**config.mk**
```make
export PLATFORM = sky130hd
export DESIGN_NAME = level_display
export DESIGN_NICKNAME = d
export VERILOG_FILES = /design/src/rtl/level_display.sv
export SDC_FILE = /design/constraint.sdc
export NUM_CORES = 1
export LEC_CHECK = 0
export ABC_AREA = 1
export CORE_MARGIN = 2
export CORE_UTILIZATION = 40
export CTS_CLUSTER_DIAMETER = 40
export DETAILED_ROUTE_END_ITERATION = 7
export GPL_ROUTABILITY_DRIVEN = 0
export PLACE_DENSITY = 0.71
export SETUP_SLACK_MARGIN = 0.3
export SLEW_MARGIN = 0
export SYNTH_ARGS = -nofsm -noshare
export SYNTH_HDL_FRONTEND = slang
export SYNTH_SLANG_ARGS = --single-unit
```
**constraint.sdc**
```tcl
create_clock -name clk -period 2.3 [get_ports clk]
set_input_delay 0.345 -clock clk [delete_from_list [all_inputs] [get_ports clk]]
set_output_delay 0.345 -clock clk [all_outputs]
set_load 0.01 [all_outputs]
```
**src/rtl/level_display.sv**
```systemverilog
// Four-digit multiplexed level display: snapshots a signed BCD level at a fixed
// hold rate and scans it onto a common-anode 7-segment display with blanking
// gaps between digits to suppress ghosting.
module level_display #(
  parameter int unsigned SCAN_CYCLES  = 12500,
  parameter int unsigned BLANK_CYCLES = 250,
  parameter int unsigned HOLD_CYCLES  = 6000000
) (
  input  logic       clk,
  input  logic       reset_n,
  input  logic [3:0] num2,
  input  logic [3:0] num1,
  input  logic [3:0] num0,
  input  logic       neg,
  output logic [6:0] seg,
  output logic       dp,
  output logic [3:0] an
);

  // One slot counter serves both states, so it is sized for the longer one.
  localparam int unsigned SlotMax = (SCAN_CYCLES > BLANK_CYCLES) ? SCAN_CYCLES : BLANK_CYCLES;
  localparam int unsigned SlotW   = $clog2(SlotMax);
  localparam int unsigned HoldW   = $clog2(HOLD_CYCLES);

  localparam logic [SlotW-1:0] ScanLast  = SlotW'(SCAN_CYCLES - 1);
  localparam logic [SlotW-1:0] BlankLast = SlotW'(BLANK_CYCLES - 1);
  localparam logic [HoldW-1:0] HoldLast  = HoldW'(HOLD_CYCLES - 1);

  localparam logic [6:0] SegOff   = 7'b1111111;
  localparam logic [6:0] SegMinus = 7'b0111111;

  typedef enum logic [0:0] {StScan, StBlank} state_e;

  state_e           state_q, state_d;
  logic [1:0]       idx_q, idx_d;
  logic [SlotW-1:0] slot_q, slot_d;
  logic [HoldW-1:0] hold_q, hold_d;
  // Snapshot layout: {neg, num2, num1, num0}.
  logic [12:0]      pend_val_q, snap_q, snap_d;
  logic             pend_flag_q;
  logic             hold_wrap, transfer;
  logic [6:0]       seg_q, seg_d;
  logic             dp_q, dp_d;
  logic [3:0]       an_q, an_d;

  // BCD to active-low {g,f,e,d,c,b,a}; non-decimal codes show 'E'.
  function automatic logic [6:0] encode(input logic [3:0] v);
    case (v)
      4'd0:    encode = 7'b1000000;
      4'd1:    encode = 7'b1111001;
      4'd2:    encode = 7'b0100100;
      4'd3:    encode = 7'b0110000;
      4'd4:    encode = 7'b0011001;
      4'd5:    encode = 7'b0010010;
      4'd6:    encode = 7'b0000010;
      4'd7:    encode = 7'b1111000;
      4'd8:    encode = 7'b0000000;
      4'd9:    encode = 7'b0010000;
      default: encode = 7'b0000110;
    endcase
  endfunction

  // Scan/blank sequencing and hold-interval timing.
  always_comb begin
    state_d = state_q;
    idx_d   = idx_q;
    slot_d  = SlotW'(slot_q + 1'b1);
    unique case (state_q)
      StScan: begin
        if (slot_q == ScanLast) begin
          state_d = StBlank;
          slot_d  = '0;
        end
      end
      StBlank: begin
        if (slot_q == BlankLast) begin
          state_d = StScan;
          idx_d   = idx_q + 2'd1;
          slot_d  = '0;
        end
      end
      default: begin
        state_d = StBlank;
        slot_d  = '0;
      end
    endcase

    hold_wrap = (hold_q == HoldLast);
    hold_d    = hold_wrap ? '0 : HoldW'(hold_q + 1'b1);

    // New values only appear at the start of a frame so a frame is never torn.
    transfer = (state_q == StBlank) && (state_d == StScan) && (idx_d == 2'd0);
    snap_d   = (transfer && pend_flag_q) ? pend_val_q : snap_q;
  end

  // Output decode from next state so the outputs register on the transition edge.
  always_comb begin
    seg_d = SegOff;
    dp_d  = 1'b1;
    an_d  = 4'b1111;
    if (state_d == StScan) begin
      an_d = ~(4'b0001 << idx_d);
      case (idx_d)
        2'd0: seg_d = encode(snap_d[3:0]);
        2'd1: begin
          seg_d = encode(snap_d[7:4]);
          dp_d  = 1'b0;
        end
        2'd2: if (snap_d[11:8] != 4'd0) seg_d = encode(snap_d[11:8]);
        default: if (snap_d[12]) seg_d = SegMinus;
      endcase
    end
  end

  // State, counters, snapshot pipeline and registered outputs.
  always_ff @(posedge clk or negedge reset_n) begin
    if (!reset_n) begin
      state_q     <= StBlank;
      idx_q       <= 2'd3;
      slot_q      <= '0;
      hold_q      <= '0;
      pend_val_q  <= '0;
      pend_flag_q <= 1'b0;
      snap_q      <= '0;
      seg_q       <= SegOff;
      dp_q        <= 1'b1;
      an_q        <= 4'b1111;
    end else begin
      state_q <= state_d;
      idx_q   <= idx_d;
      slot_q  <= slot_d;
      hold_q  <= hold_d;
      snap_q  <= snap_d;
      seg_q   <= seg_d;
      dp_q    <= dp_d;
      an_q    <= an_d;
      // A capture on a transfer edge wins, leaving the fresh value pending.
      if (hold_wrap) begin
        pend_val_q  <= {neg, num2, num1, num0};
        pend_flag_q <= 1'b1;
      end else if (transfer) begin
        pend_flag_q <= 1'b0;
      end
    end
  end

  assign seg = seg_q;
  assign dp  = dp_q;
  assign an  = an_q;

endmodule

```
-- Yosys cells after proc, flatten, opt, wreduce, memory -nomap -nowiden
Memories as Yosys holds them, arrays and structs flattened.
Cells that the tools add are included.
Widths: inputs -> output; s select.
- flip-flop bits (word level): 79
- ROM bits: 336
- memories kept: 3
- add/subtract/negate cells: 3
- shift-type cells: 1
- bitwise operators: 3
- mux-type cells: 19
- reductions and logical operators: 6
- equality and inequality tests: 5
- memory list (memory ; words ; width ; read ports ; clocked after Yosys merged registers in ; write ports ; RTL line ; source):
    (name not given) ; 16 ; 7 ; 1 ; 0 ; 0 ; 48 ; case (v)
    (name not given) ; 16 ; 7 ; 1 ; 0 ; 0 ; 48 ;
    (name not given) ; 16 ; 7 ; 1 ; 0 ; 0 ; 48 ;
- operator list (cell ; count):
    $mux 14 ; 2
    $pmux 14 s2 ; 1
    $add 23x1->23 const B ; 1
    $eq 23x23->1 const B ; 1
    $mux 23 ; 1
    $mux 7 ; 3
    $pmux 7 s3 ; 1
    $add 14x1->14 const B ; 1
    $eq 14x14->1 const B ; 1
    $eq 14x8->1 const B ; 1
    $mux 13 ; 1
    $mux 1 ; 6
    $mux 2 ; 2
    $mux 4 ; 1
    $not 4->4 ; 1
    $reduce_bool 4->1 ; 1
    $shl 1x2->4 const A ; 1
    $logic_and 1x1->1 ; 3
    $add 2x1->2 const B ; 1
    $eq 2x1->1 const B ; 1
    $eq 2x2->1 const B ; 1
    $logic_not 2->1 ; 1
    $not 1->1 ; 2
    $pmux 1 s2 ; 1
    $reduce_bool 2->1 ; 1

-- Logic depth before layout (Yosys ltp)
- depth in word-level cells: 12
- gate-level depth with buffers: 18
- mapped depth without buffers: 18

-- Worst setup path before layout
OpenSTA, ideal clock, no wires.
- path type: register to register
- start: register slot_q[1]
- end: register seg_q[6] (netlist: seg[6])
- cell stages (with the launch flop): 19
- slack: 0.166 ns
- path buffers: 1
- period minus slack after synthesis: 2.134 ns
- setup time: 0.078 ns
- arrival time: 2.056 ns
- data required time: 2.222 ns
- cell sequence: dfrtp_1 -> inv_1 -> ha_1 -> inv_1 -> nor2_1 -> nand2_1 -> nor2_4 -> nand4_4 -> buf_6 -> nand2_1 -> and2_1 -> inv_1 -> ha_1 -> nand2_1 -> nand2_1 -> nand2_1 -> nand3_1 -> nor2_1 -> nor2_1
- word-level cells in the longest chain between the ends: 12
- elaborated cells on any way between the ends: 23
- those cells by class: eq/ne (4); mux (10); bitwise (1); reduce/logical (5); memory (3)
- RTL lines (element ; RTL line ; source):
    start: declaration ; 36 ; logic [SlotW-1:0] slot_q, slot_d;
    start signal: assignment ; 131 ; slot_q <= slot_d;
    $eq 14x8->1 or $eq 14x14->1 (tied branches) ; 76, 70 ;
    $mux 1, on equally long branches ; 76, 70 ;
    $pmux 1 s2 ; 68 ; unique case (state_q)
    $not 1->1 ; - ;
    $logic_and 1x1->1 ; 92 ; transfer = (state_q == StBlank) && (state_d == StScan) && (idx_d == 2'd0);
    $logic_and 1x1->1 * ; 92 ;
    $logic_and 1x1->1 * ; 93 ; snap_d = (transfer && pend_flag_q) ? pend_val_q : snap_q;
    $mux 13 * ; 93 ;
    net snap_d[8] ; 39 ; logic [12:0] pend_val_q, snap_q, snap_d;
    $mem_v2 16x7 or $reduce_bool 4->1 (tied branches) ; - ;
    $mux 7 * ; 109 ; 2'd2: if (snap_d[11:8] != 4'd0) seg_d = encode(snap_d[11:8]);
    $pmux 7 s3 * ; 103 ; case (idx_d)
    $mux 7 * ; 101 ; if (state_d == StScan) begin
    net seg_d[6] ; 42 ; logic [6:0] seg_q, seg_d;
    end signal: assignment ; 125 ; seg_q <= SegOff;
    end signal: assignment ; 134 ; seg_q <= seg_d;
    end: declaration ; 42 ;
Mark *: on every way through the listed nets, which the timed path passes. The rest lies on a longest branch.
A chain may end at the register's enable or synchronous reset.

-- Worst setup path after layout
- start: register slot_q[1]
- end: register seg_q[4] (netlist: seg[4])
Same word-level chain as after synthesis.

==> results.md <==
GRT:
- The first global-routing pass estimated 16.0 mm of wire.
- Global routing finished with a remaining overflow of 0.
- The via count of the first global-routing pass is 3,484.
- Entering global routing, the biggest net connects 68 pins.
- The number of antenna violations at the first check in global routing is 0.
- The all-layer global routing usage is 0.175.

Synthesis:
- Counting flops with an async set or reset pin after synthesis yields a share of 1.00.
- Yosys mapped the design onto 42 distinct sky130hd cell types.
- The sequential fraction of the synthesis area is 0.468.
- The share of synthesized cell area in full adder, half adder and majority cells is 0.0238.
- The synthesized design contains 0 enable-type register cells.
- The per-instance average area after synthesis is 7.86 sq um.
- The cell count after synthesis is 535.
- The post-synthesis instance area is 4210 sq um.
- Counting flops and latches in the post-synthesis netlist gives 78.
- Of the total synthesized cell area, the portion taken by AND, OR, NAND and NOR gates is 0.334.
- The largest family of logic cells by synthesized area is simple AND/OR/NAND/NOR gates.
- The post-synthesis compound-gate area fraction is 0.0637.
- In the synthesized netlist the dominant register cell turns out to be dfrtp_1.
- Of the total synthesized cell area, the portion taken by XOR and XNOR cells is 0.0292.
- When the netlist entered floorplanning its net count stood at 558.
- After synthesis, the share of cell area in mux cells is 0.
- For this run, the number of Yosys warnings is 0.

Worst setup path:
- In this design, the stage delay of the slowest critical-path cell is 0.39 ns.
- The maximum net fanout on the critical path is 4.
- The worst setup path endpoint is seg[4].
- On the critical path, the stage with the largest delay is an instance of dfrtp_1.
- The critical path arrival is 2.48 ns.
- By instance count, the cell type seen most on the critical path is nor2_4.
- The required arrival time at the worst endpoint is 2.59 ns.
- The worst setup path is launched from a register.
- For flop-to-flop paths, the worst setup slack is 0.12 ns.
- The number of cells on the worst reg-to-reg path is 18.
- The critical path is of the register to register type.
- The critical path goes through inv_1 -> ha_2 -> inv_2 -> nor2_4 -> nand2_2 -> nor2_4 -> nand3_2 -> nor2_4 -> nand2_2 -> and2_4 -> inv_4 -> ha_4 -> inv_2 -> nor2_4 -> nand2_2 -> a21oi_2 -> nor2_1 -> nand2_1.
- The category of the worst setup path capture point is a register.
- In this run the worst setup path begins at slot_q[1].
- The worst register-to-register path begins at slot_q[1].
- The endpoint identified for the worst register-to-register timing path is seg[4].

Power:
- For this design the ratio of total power to cell area is 529 nW/um^2.
- The proportion of power drawn by flip-flops and latches is 0.480.
- The static leakage power is 2.65 nW.
- The part of the power in combinational logic is 0.018.
- The share of total power in the clock network is 0.502.
- The design draws 2.86 mW.
- The design internal power is 2.33 mW.
- Of the total power, the share spent switching nets is 0.184.
- The maximum ir drop on the vdd rail is 0.343 mV.
- In this run the power spent charging and discharging nets is 527 uW.

Layout:
- The library cells used most frequently in the layout, excluding fill and tap cells, are nand2_1, inv_1, dfrtp_1.
- The finished layout holds 740 standard cells, fillers aside.
- The share of layout cells above drive strength 1 is 0.248.
- The most common library cell in the layout ignoring fill and taps is nand2_1.
- The layout has 933 filler cells.
- The post-layout instance area is 5400 sq um.
- Measured on the finished design, the core utilization comes to 0.525.
- The number of nets in the finished design is 622.
- The repair_antennas step left the layout with diodes totalling 0.
- From synthesis to final layout, the design area changed by 28.4%.

Floorplanning:
- The floorplan step defined a core boundary enclosing 10,300 sq um.
- The height of the chip is 107 microns.
- The area of the die is 11,300 sq um.
- The count of pins on the block boundary is 27.
- After floorplanning, the core was divided into 37 placement rows.
- The initial standard-cell utilization of the core is 0.409.
- The horizontal extent of the die is 107 microns.

Clock network:
- In this run, post-CTS hold repair placed 0 buffers.
- Buffers inserted during clock tree synthesis total 9.
- For the worst-skew pair, the clock arrives at the later sink with an insertion delay of 0.35 ns.
- The H-tree was split into 3 levels.
- The clock root buffer is clkbuf_8.
- After clock tree synthesis, the clock-pin slew on the worst setup and hold paths is 0.08 ns.
- The clock tree from TritonCTS is built.
- The clock tree buffer depth is 2.
- Clock tree synthesis found a total of 78 sinks.

Timing:
- The slew at the pin with the worst max-slew slack is 0.847 ns.
- The count of final max-slew check failures came to 0.
- Static timing analysis puts the maximum clock frequency at 458 MHz.
- In the finished design, the share of the clock period the worst path needs comes to 0.949.
- The time the worst path needs with I/O delays and setup is 2.18 ns.
- Setup repair after global routing could not meet its margin everywhere.
- The final-report hold violation count was 0.
- The setup skew after layout is 0.00834 ns.
- Setup violations remaining at the end of the flow were counted as 0.
- The worst-case setup margin in the final layout is 0.118 ns.
- Headroom to the max-slew limit came out at 0.435.

Placement:
- The number of cells in the design after placement is 701.
- The port buffer count is 26.
- The instance area at placement is 4680 sq um.
- The half-perimeter wire length of the detailed placement result is 6.71 mm.
- The worst setup timing slack at the placement stage is 0.0486 ns.

Worst hold path:
- The kind of path behind the tightest hold check is primary input to async pin.

Run:
- The max capacitance violation total is 0.

Route:
- The detailed-route DRC error count is 0.
- The count of nets left with antenna violations once routing finished came out at 0.
- The total wire length is 9.69 mm.
- In the final routed layout, each cell accounts on average for 13.1 microns.
- Using the TritonRoute via totals, the vias-per-cell ratio works out to 4.94.
- The initial DRC count is 236.
- Before antenna repair, the detailed router went through 5 iterations.
- The vias after detailed routing is 3,657.

Outcome:
- The run finished with clean final reports.
==> power groups by stage <==
stage	Clock (mW)	Combinational, mW	Sequential [mW]
global route	1.52	0.0592	1.37
global placement	0	0.0541	1.40
finish	1.43	0.0520	1.37
detailed placement	0	0.0545	1.40
CTS	1.46	0.0549	1.37
floorplan	0	0.00000106	1.40
==> timing repair <==
item                       in CTS  in global routing
pin swaps                      16                 29
gates resized for setup        20                 51
buffers inserted                9                 14
setup endpoints to repair       9                 14
==> layer usage <==
metal / vias up / global-route usage / share of wire
li1: 1821 / - / -
met1: 1740 / 0.231 / 0.45
met2: 84 / 0.293 / 0.49
met3: 12 / 0.0343 / 0.042
met4: 0 / 0.0501 / 0.013
met5: - / 0 / 0
==> how the worst min path moves through the flow <==
stage	from	endpoint	slack, ns	cells past startpoint
finish	reset_n	hold_q[14]	0.09	1
global route	reset_n	hold_q[5]	0.16	1
CTS	reset_n	hold_q[4]	0.13	1
detailed placement	hold_q[0]	hold_q[0]	0.45	1
global placement	hold_q[0]	hold_q[0]	0.44	1
floorplan	reset_n	hold_q[0]	0.05	0
==> kinds of logic after synthesis <==
| logic type | count (synthesis) |
|---|---|
| simple gates | 305 |
| buf+inv | 85 |
| fa+ha+maj | 8 |
| compound gates | 45 |
| flops | 78 |
| xor+xnor | 14 |
==> cells in the mapped netlist, types with 3 or more instances <==
cell        n  share of area
o21ai_1     5         0.0059
nor3_1     15          0.018
nand3_1    34          0.040
nand4_1    14          0.021
inv_2       4         0.0036
inv_1      72          0.064
clkbuf_1    3         0.0027
ha_1        8          0.024
o21ai_2     4         0.0083
dfstp_2    14          0.087
a21oi_1    19          0.023
nor2_1     61          0.054
nand2_1   148           0.13
nor4_1      4         0.0059
nand2_2     9          0.013
o21ai_0    11          0.013
xor2_1     12          0.025
dfrtp_1    64           0.38
nand2_4     4          0.011
==> critical path: cells and delay by family, from the launching register on <==
kind                     cells  cell delay, ns
adder cells (fa/ha/maj)      2            0.31
buffers and inverters        4            0.25
AND/OR/NAND/NOR             11            1.07
AO/OA/AOI/OAI                1            0.13
flip-flops                   1            0.39
==> layout make-up <==
type                            count  area [sq um]  share of cell area
Inverter                           78           303              0.0561
Multi-Input combinational cell    372          2140               0.397
Sequential cell                    78          1970               0.365
Tap cell                          136           170              0.0315
Timing Repair Buffer               60           528              0.0978
Clock buffer                        9           124              0.0229
Clock inverter                      7           160              0.0297
==> stage by stage <==
| stage | setup TNS, ns | hold slack [ns] |
|---|---|---|
| 4_1_cts | 0 | 0.129 |
| 2_1_floorplan | 0 | 0.0494 |
| 3_5_place_dp | 0 | 0.450 |
| 6_report | 0 | 0.0932 |
| 3_3_place_gp | 0 | 0.438 |
| 5_1_grt | -0.0305 | 0.161 |
==> flip-flops by register name, indices dropped and copies added, names as in the netlist <==
name         count
seg              7
idx_q            2
pend_flag_q      1
an               4
slot_q          14
snap_q          13
state_q          1
pend_val_q      13
hold_q          23
(Power assumes the default switching activity.)
